### src/rtl/regwb_pkg.sv
// Shared types and constants for the register writeback queue.
package regwb_pkg;

  localparam int unsigned REG_ADDR_W = 5;
  localparam logic [REG_ADDR_W-1:0] REG_ZERO = 5'd0;
  localparam int unsigned REGWB_DATA_W = 32;

  // One queued write at the register bank's native width.
  typedef struct packed {
    logic [REG_ADDR_W-1:0]   register;
    logic [REGWB_DATA_W-1:0] data;
  } regwb_entry_t;

endpackage

### src/rtl/regwb_bypass_cam.sv
// Read-port lookup over pending queue entries; returns the youngest matching write.
module regwb_bypass_cam
  import regwb_pkg::*;
#(
  parameter int unsigned DEPTH  = 4,
  parameter int unsigned DATA_W = 32,
  localparam int unsigned AW    = $clog2(DEPTH)
) (
  input  logic [REG_ADDR_W-1:0] regs_i [DEPTH],
  input  logic [DATA_W-1:0]     data_i [DEPTH],
  input  logic [DEPTH-1:0]      valid_i,
  input  logic [AW-1:0]         head_i,
  input  logic [REG_ADDR_W-1:0] addr_i,
  output logic                  hit_o,
  output logic [DATA_W-1:0]     data_o
);

  logic [AW-1:0] idx;

  // Scan oldest to youngest so the last match left standing is the freshest value.
  always_comb begin
    hit_o  = 1'b0;
    data_o = '0;
    idx    = '0;
    for (int unsigned k = 0; k < DEPTH; k++) begin
      idx = head_i + AW'(k);
      if (valid_i[idx] && (regs_i[idx] == addr_i) && (addr_i != REG_ZERO)) begin
        hit_o  = 1'b1;
        data_o = data_i[idx];
      end
    end
  end

endmodule

### src/rtl/reg_writeback_queue.sv
// In-order write queue in front of the register bank write port.
// Optional read-side bypass of pending writes when REGWB_BYPASS_EN is defined.
module reg_writeback_queue
  import regwb_pkg::*;
#(
  parameter int unsigned DEPTH  = 4,
  parameter int unsigned DATA_W = 32,
  localparam int unsigned AW    = $clog2(DEPTH),
  localparam int unsigned CW    = AW + 1
) (
  input  logic                  CLK,
  input  logic                  RST_N,
  input  logic                  IN_VALID,
  output logic                  IN_READY,
  input  logic [REG_ADDR_W-1:0] IN_REGISTER,
  input  logic [DATA_W-1:0]     IN_DATA,
  input  logic                  OUT_READY,
  output logic                  REG_WRITE,
  output logic [REG_ADDR_W-1:0] WRITE_REGISTER,
  output logic [DATA_W-1:0]     WRITE_DATA,
  input  logic [REG_ADDR_W-1:0] READ_REGISTER1,
  input  logic [REG_ADDR_W-1:0] READ_REGISTER2,
  output logic                  BYP_HIT1,
  output logic                  BYP_HIT2,
  output logic [DATA_W-1:0]     BYP_DATA1,
  output logic [DATA_W-1:0]     BYP_DATA2,
  output logic [CW-1:0]         PENDING
);

  logic [AW-1:0]         head_q, head_d, tail_q, tail_d;
  logic [CW-1:0]         count_q, count_d;
  logic [REG_ADDR_W-1:0] reg_q  [DEPTH];
  logic [DATA_W-1:0]     data_q [DEPTH];
  logic                  push, pop;

  always_comb begin
    REG_WRITE      = (count_q != '0);
    pop            = REG_WRITE && OUT_READY;
    // A full queue still accepts when the head drains in the same cycle.
    IN_READY       = RST_N && ((count_q < CW'(DEPTH)) || pop);
    // Writes to r0 complete the handshake but are dropped.
    push           = IN_VALID && IN_READY && (IN_REGISTER != REG_ZERO);
    WRITE_REGISTER = REG_WRITE ? reg_q[head_q] : REG_ZERO;
    WRITE_DATA     = REG_WRITE ? data_q[head_q] : '0;
    PENDING        = count_q;
    head_d         = pop  ? head_q + AW'(1) : head_q;
    tail_d         = push ? tail_q + AW'(1) : tail_q;
    count_d        = count_q;
    if (push && !pop) begin
      count_d = count_q + CW'(1);
    end else if (pop && !push) begin
      count_d = count_q - CW'(1);
    end
  end

  always_ff @(posedge CLK) begin
    if (!RST_N) begin
      head_q  <= '0;
      tail_q  <= '0;
      count_q <= '0;
    end else begin
      head_q  <= head_d;
      tail_q  <= tail_d;
      count_q <= count_d;
    end
  end

  always_ff @(posedge CLK) begin
    if (push) begin
      reg_q[tail_q]  <= IN_REGISTER;
      data_q[tail_q] <= IN_DATA;
    end
  end

`ifdef REGWB_BYPASS_EN
  logic [DEPTH-1:0] valid;

  always_comb begin : p_valid
    logic [AW-1:0] age;
    age   = '0;
    valid = '0;
    for (int unsigned i = 0; i < DEPTH; i++) begin
      age      = AW'(i) - head_q;
      valid[i] = ({1'b0, age} < count_q);
    end
  end

  regwb_bypass_cam #(
    .DEPTH  (DEPTH),
    .DATA_W (DATA_W)
  ) u_cam1 (
    .regs_i  (reg_q),
    .data_i  (data_q),
    .valid_i (valid),
    .head_i  (head_q),
    .addr_i  (READ_REGISTER1),
    .hit_o   (BYP_HIT1),
    .data_o  (BYP_DATA1)
  );

  regwb_bypass_cam #(
    .DEPTH  (DEPTH),
    .DATA_W (DATA_W)
  ) u_cam2 (
    .regs_i  (reg_q),
    .data_i  (data_q),
    .valid_i (valid),
    .head_i  (head_q),
    .addr_i  (READ_REGISTER2),
    .hit_o   (BYP_HIT2),
    .data_o  (BYP_DATA2)
  );
`else
  logic unused_rd;
  assign unused_rd = ^{READ_REGISTER1, READ_REGISTER2};
  assign BYP_HIT1  = 1'b0;
  assign BYP_HIT2  = 1'b0;
  assign BYP_DATA1 = '0;
  assign BYP_DATA2 = '0;
`endif

endmodule

### config.mk
export PLATFORM = sky130hd
export DESIGN_NAME = reg_writeback_queue
export DESIGN_NICKNAME = d
export VERILOG_FILES = /design/src/rtl/regwb_pkg.sv /design/src/rtl/regwb_bypass_cam.sv /design/src/rtl/reg_writeback_queue.sv
export SDC_FILE = /design/constraint.sdc
export NUM_CORES = 1
export LEC_CHECK = 0
export CORE_UTILIZATION = 30
export CTS_CLUSTER_DIAMETER = 60
export DETAILED_ROUTE_END_ITERATION = 7
export DONT_BUFFER_PORTS = 1
export SYNTH_ARGS = -nofsm -noshare
export SYNTH_HDL_FRONTEND = slang
export SYNTH_SLANG_ARGS = --single-unit
### constraint.sdc
create_clock -name CLK -period 2.3 [get_ports CLK]
set_input_delay 0.46 -clock CLK [delete_from_list [all_inputs] [get_ports CLK]]
set_output_delay 0.46 -clock CLK [all_outputs]
set_load 0.05 [all_outputs]
Yosys cells after proc, flatten, opt, wreduce, memory -nomap -nowiden
Memory sizes are Yosys's and may differ from the RTL's. A register that Yosys moved wholly into a read port is not among the register bits.
Index checks and enable logic that the tools add are counted.

word-level totals
  output and inout bits = 108
  input port bits = 51
  bits in read-only memories = 0
  memories = 2
  latch bits = 0
  logic and storage cells = 32
  memory bits (writable) = 148
  bits in registers = 7

operators by class
  mux-type cells = 10
  magnitude comparators = 1
  multipliers = 0
  add/subtract/negate cells = 4
  reduce and logical (&&, ||, !) cells = 12
  div/mod/pow operators = 0
  bitwise operators = 0
  equality and inequality tests = 0
  shifts and indexed selects = 0

memory list
  memory  words  bits a word  rd ports  clocked after memory_dff  write ports  line                       RTL
  data_q  4      32           1         1                         1            reg_writeback_queue.sv:33  logic [DATA_W-1:0] data_q [DEPTH];
  reg_q   4      5            1         1                         1            reg_writeback_queue.sv:32  logic [REG_ADDR_W-1:0] reg_q [DEPTH];

operator list
  operator                                            number
  2-to-1 mux 32 bit                                   1
  2-to-1 mux 2 bit                                    4
  logical AND 1 bit                                   6
  2-to-1 mux 3 bit                                    2
  2-to-1 mux 5 bit                                    1
  nonzero test 5 bit                                  1
  adder 2 x 1 -> 2 bit (second input constant)        2
  adder 3 x 1 -> 3 bit (second input constant)        1
  less-than comparator 3 bit (second input constant)  1
  nonzero test 3 bit                                  1
  subtractor 3 x 1 -> 3 bit (second input constant)   1
  logical NOT 1 bit                                   2
  2-to-1 mux 1 bit                                    2
  nonzero test 2 bit                                  1
  logical OR 1 bit                                    1

Depth between registers and ports, before layout
  depth after elaboration = 10
  depth in mapped cells = 10
  gate-level depth less buffers = 9

Least setup slack after synthesis
Ideal clock, no wire load.

  kind = flip-flop to flip-flop
  start point = reg count_q[2], in the netlist PENDING[2]
  end point = reg count_q[2], in the netlist PENDING[2]
  buffers on the path = 1
  library setup time = 0.076 ns
  setup slack = -1.110 ns
  arrival = 3.335 ns
  required time = 2.224 ns
  stages on the path, launching flop included = 10
  cells stage by stage = dfxtp_1 -> a21boi_0 -> o211a_1 -> buf_6 -> ha_1 -> inv_1 -> fa_1 -> xor2_1 -> or3_1 -> a21boi_0

on the way
  cells in the longest elaborated chain, start to end = 9
  elaborated cells between the ends (all ways) = 16
  those cells by class = 2 x add/sub; 1 x order compare; 2 x mux; 11 x reduce/logical

RTL lines
  element                                                             line                       RTL
  start: declaration                                                  reg_writeback_queue.sv:31  logic [CW-1:0] count_q, count_d;
  start signal: assignment                                            reg_writeback_queue.sv:64  count_q <= count_d;
  branches (longest 2 deep; another with less-than comparator 3 bit)  -
  logical OR 1 bit (*)                                                reg_writeback_queue.sv:40  IN_READY = RST_N && ((count_q < CW'(DEPTH)) || pop);
  logical AND 1 bit (*)                                               reg_writeback_queue.sv:40
  via IN_READY                                                        reg_writeback_queue.sv:14  output logic IN_READY,
  logical AND 1 bit (*) (2 in a row)                                  reg_writeback_queue.sv:42  push = IN_VALID && IN_READY && (IN_REGISTER != REG_ZERO);
  via push                                                            reg_writeback_queue.sv:34  logic push, pop;
  logical NOT 1 bit                                                   reg_writeback_queue.sv:51  end else if (pop && !push) begin
  logical AND 1 bit                                                   reg_writeback_queue.sv:51
  nonzero test 2 bit (no line)                                        -

Mark *: on every way through the listed nets, which the timed path passes. The select of a mux whose other input is x is not followed.
A chain may end at the register's enable or synchronous reset.

==> flow_results.xml <==
<?xml version="1.0" encoding="UTF-8"?>
<metrics>
  <group name="status">
    <metric name="status" unit="">complete, but fails checks</metric>
    <metric name="failing_checks" unit="">setup timing</metric>
  </group>
  <group name="logic_synthesis">
    <metric name="synth_top_area_share" unit="%">67.7</metric>
    <metric name="synth_top_family_by_area" unit="">multiplexers</metric>
    <metric name="synth_top_cell_by_area" unit="">sky130_fd_sc_hd__edfxtp_1</metric>
    <metric name="ys_async_sr_fraction" unit="%">0</metric>
    <metric name="netlist_area" unit="um^2">6560</metric>
    <metric name="synth_edf_count" unit="">148</metric>
    <metric name="most_repeated_cell_in_the_gate_level_netlist_after_synthesis" unit="">sky130_fd_sc_hd__edfxtp_1</metric>
    <metric name="yosys-top-cells-area" unit="">sky130_fd_sc_hd__edfxtp_1 68%, sky130_fd_sc_hd__mux4_2 13%, sky130_fd_sc_hd__buf_4 7.9%</metric>
    <metric name="ys.warnings.count" unit="">0</metric>
    <metric name="syn_area_per_cell" unit="um^2">18.8</metric>
    <metric name="synth.distinct_cells" unit="">24</metric>
    <metric name="syn_inst" unit="">349</metric>
    <metric name="synth.cells.most_frequent" unit="">148 x sky130_fd_sc_hd__edfxtp_1, 69 x sky130_fd_sc_hd__buf_4, 41 x sky130_fd_sc_hd__and2_1, 37 x sky130_fd_sc_hd__mux4_2, 9 x sky130_fd_sc_hd__dfxtp_1</metric>
    <metric name="synth.yosys.seq_area_share" unit="%">70.5</metric>
    <metric name="share_of_the_synthesized_area_in_compound_gates_ao_oa_aoi_oai" unit="%">0.458</metric>
    <metric name="predominant_post_synthesis_flop_cell" unit="">sky130_fd_sc_hd__edfxtp_1</metric>
    <metric name="synth_simple_gate_area_share" unit="%">5.02</metric>
    <metric name="muxShareOfSynthArea" unit="%">13.2</metric>
    <metric name="synth-xor-area-share" unit="%">0.534</metric>
    <metric name="synth-adder-area-share" unit="%">1.26</metric>
    <metric name="register_bit_count_reported_by_yosys" unit="">157</metric>
  </group>
  <group name="min_path">
    <metric name="hold_path.class" unit="">in2reg</metric>
    <metric name="hp-start" unit="">IN_DATA[27]</metric>
  </group>
  <group name="timing">
    <metric name="unrepaired_setup_endpoints_after_global_routing" unit="">true</metric>
    <metric name="finalWorstPathRequiredPeriod" unit="ns">2.36</metric>
    <metric name="timing.final.setup_violations" unit="">21</metric>
    <metric name="fin_setup_tns" unit="ns">-0.976</metric>
    <metric name="fmax" unit="GHz">0.423</metric>
    <metric name="worst_slack" unit="ns">-0.0643</metric>
    <metric name="fin_skew" unit="ns">0.0137</metric>
    <metric name="final-hold-violation-count" unit="">0</metric>
    <metric name="fraction_of_the_cycle_the_final_worst_path_needs" unit="%">103</metric>
    <metric name="maxSlewViolCount" unit="">0</metric>
  </group>
  <group name="critical_path">
    <metric name="worst_path_dominant_cell_family" unit="">multiplexers</metric>
    <metric name="worstPathRequired" unit="ns">1.84</metric>
    <metric name="critical_path_buf_inv_count" unit="">3</metric>
    <metric name="critical_path.reg2reg.startpoint" unit="">PENDING[0]</metric>
    <metric name="crit_path_max_fo" unit="">7</metric>
    <metric name="critical_path_class" unit="">reg2out</metric>
    <metric name="cp_data_arrival_time" unit="ns">1.90</metric>
    <metric name="timing.critical_path.cells" unit="">buf_6 &gt; buf_12 &gt; mux4_2 &gt; and2_4 &gt; buf_12</metric>
    <metric name="crit_path_start_kind" unit="">register</metric>
    <metric name="setup_crit_end_kind" unit="">primary output</metric>
    <metric name="critPathMaxStageDelay" unit="ns">0.50</metric>
    <metric name="crit_path_most_repeated_cell" unit="">sky130_fd_sc_hd__buf_12</metric>
    <metric name="critical-path-slowest-cell" unit="">sky130_fd_sc_hd__mux4_2</metric>
  </group>
  <group name="grt">
    <metric name="grt_antenna_before_repair" unit="">0</metric>
    <metric name="grt_use_total" unit="%">11.9</metric>
    <metric name="number_of_global_route_vias_before_repair" unit="">3155</metric>
    <metric name="grt_max_degree" unit="">40</metric>
    <metric name="grt_pass1_wl" unit="mm">18.6</metric>
    <metric name="globalRouteOverflowTotal" unit="">0</metric>
  </group>
  <group name="power_and_ir_drop">
    <metric name="cellLeakagePower" unit="nW">2.83</metric>
    <metric name="clkPwrFrac" unit="%">21.9</metric>
    <metric name="pwr-share-seq" unit="%">27.9</metric>
    <metric name="internal_portion_of_total_power" unit="mW">7.72</metric>
    <metric name="switching_power" unit="mW">4.60</metric>
    <metric name="p_total" unit="mW">12.3</metric>
    <metric name="p_per_area" unit="nW/um^2">1510</metric>
    <metric name="p_comb_share" unit="%">50.2</metric>
    <metric name="swShare" unit="%">37.3</metric>
    <metric name="max-vdd-ir-drop" unit="mV">1.38</metric>
  </group>
  <group name="floorplan">
    <metric name="floorplan.io_pins" unit="">159</metric>
    <metric name="floorplan.die.width" unit="um">150</metric>
    <metric name="design.die.area" unit="um^2">22500</metric>
    <metric name="starting_utilization_of_the_core_area" unit="%">30.9</metric>
    <metric name="die_h" unit="um">150</metric>
    <metric name="placeableCoreArea" unit="um^2">21200</metric>
    <metric name="row_count" unit="">53</metric>
  </group>
  <group name="final_layout">
    <metric name="syn2layout_area_growth" unit="%">24.4</metric>
    <metric name="drive_gt1_share" unit="%">39.6</metric>
    <metric name="finish.cell_count_without_fillers" unit="">694</metric>
    <metric name="insertedDiodeCount" unit="">0</metric>
    <metric name="number_of_inserted_filler_cells_in_the_final_layout" unit="">1929</metric>
    <metric name="finalNetCount" unit="">463</metric>
    <metric name="finalCoreUtilization" unit="%">38.4</metric>
  </group>
  <group name="drt">
    <metric name="residual_drc_count" unit="">0</metric>
    <metric name="firstDrtPassIters" unit="">4</metric>
    <metric name="drt_iter0_drc" unit="">122</metric>
    <metric name="post_drt_via_cell_ratio" unit="">4.28</metric>
    <metric name="wl" unit="mm">12.3</metric>
    <metric name="wl_per_cell" unit="um">17.7</metric>
    <metric name="detail-route-antenna-nets" unit="">0</metric>
    <metric name="via_count" unit="">2969</metric>
  </group>
  <group name="clock_network">
    <metric name="cts-root-to-sink-buffers" unit="">2</metric>
    <metric name="clk-insertion-delay-late" unit="ns">0.42</metric>
    <metric name="cts.htree.levels" unit="">4</metric>
    <metric name="tritoncts" unit="">yes</metric>
    <metric name="root_buffer" unit="">sky130_fd_sc_hd__clkbuf_16</metric>
    <metric name="tritoncts_num_sinks" unit="">157</metric>
    <metric name="number_of_cts_inserted_buffers" unit="">17</metric>
    <metric name="worst_setup_hold_path_clk_slew" unit="ns">0.06</metric>
  </group>
  <group name="placed_design">
    <metric name="numPortBuffers" unit="">0</metric>
    <metric name="post-place-cells" unit="">655</metric>
    <metric name="post-dp-hpwl" unit="mm">7.35</metric>
    <metric name="routabilityCongestion" unit="">0.710</metric>
  </group>
  <group name="run">
    <metric name="drv_cap" unit="">0</metric>
  </group>
</metrics>
-- final timing paths --
check	slack, ns	to	cells after the start
setup / recovery	-0.06	WRITE_DATA[3]	5
hold / removal	0.13	data_q[3][27]	0
setup reg to reg	0.17	PENDING[2]	8
hold reg to reg	0.51	tail_q[0]	2
-- layout by cell type (no fill, tap or decap), types with 3 or more instances in the layout --
master | synthesis | final
sky130_fd_sc_hd__conb_1 | 1 | 66
sky130_fd_sc_hd__ha_1 | 5 | 4
sky130_fd_sc_hd__buf_4 | 69 | 13
sky130_fd_sc_hd__clkinv_4 | 0 | 3
sky130_fd_sc_hd__edfxtp_1 | 148 | 148
sky130_fd_sc_hd__clkbuf_16 | 0 | 17
sky130_fd_sc_hd__and2_2 | 4 | 4
sky130_fd_sc_hd__and2_4 | 0 | 37
sky130_fd_sc_hd__mux4_2 | 37 | 37
sky130_fd_sc_hd__mux2i_1 | 3 | 3
sky130_fd_sc_hd__buf_16 | 0 | 4
sky130_fd_sc_hd__clkinvlp_4 | 0 | 3
sky130_fd_sc_hd__xnor2_1 | 3 | 3
sky130_fd_sc_hd__buf_12 | 0 | 33
sky130_fd_sc_hd__dfxtp_1 | 9 | 6
sky130_fd_sc_hd__inv_1 | 5 | 5
sky130_fd_sc_hd__and2_1 | 41 | 4
-- metal layers --
layer	share of wire (%)	global-route usage, %
met1	40	13.7
met2	51	19.6
met3	6.8	4.51
met4	2.0	5.15
met5	0	0
-- power groups by stage --
stage	Combinational [mW]	Sequential (mW)	Clock, mW
2_1_floorplan	3.41	3.57	0
3_3_place_gp	5.42	3.48	0
3_5_place_dp	5.44	3.49	0
4_1_cts	6.29	3.44	2.78
5_1_grt	6.47	3.46	2.87
6_report	6.19	3.44	2.70
-- per-stage QoR --
| step | hold slack (ns) | setup WS, ns | area, um^2 |
|---|---|---|---|
| 4_1_cts | 0.109 | -0.106 | 8170 |
| 2_1_floorplan | 0.468 | -0.145 | 6820 |
| 5_1_grt | 0.107 | -0.133 | 8160 |
| 3_5_place_dp | 0.506 | -0.0645 | 7330 |
| 6_report | 0.133 | -0.0643 | 8160 |
| 3_3_place_gp | 0.480 | -0.0124 | 7330 |
-- flip-flops by register name (all words and copies together) (netlist names), named ones only --
name / cells
data_q: 128
reg_q: 20
PENDING: 3
head_q: 2
tail_q: 2
-- cell type report --
type / instances / area [um^2] / share of cell area, %
clock buffers: 18 / 429 / 5.26
flip-flops and latches: 157 / 4630 / 56.8
clock inverters: 14 / 144 / 1.76
well taps: 275 / 344 / 4.22
inverters: 5 / 18.8 / 0.230
multi-input cells: 173 / 1700 / 20.9
repair buffers: 52 / 891 / 10.9
-- worst register-to-register path: cells and delay by family (launching register included) --
kind,cells,cell delay (ns)
AO/OA/AOI/OAI,1,0.14
XOR/XNOR,1,0.18
adder cells (fa/ha/maj),2,0.57
buffers and inverters,1,0.05
flip-flops,1,0.31
AND/OR/NAND/NOR,3,0.80
-- timing repair --
| action | CTS | global route |
|---|---|---|
| gates cloned | 4 | 0 |
| hold buffers | 0 | 0 |
| setup endpoints to repair | 37 | 36 |
| gates resized for setup | 55 | 8 |
| hold endpoints to repair | 0 | 0 |
| setup buffers | 4 | 0 |
| pin swaps | 0 | 0 |
-- kinds of logic after synthesis --
family | count (synthesis)
buffers and inverters | 84
DFF | 157
xor gates and xnor gates | 4
other | 1
adders and majority gates | 6
AOI/OAI and AO/OA | 4
muxes | 40
and+or+nand+nor | 53
(Power assumes the default switching activity.)
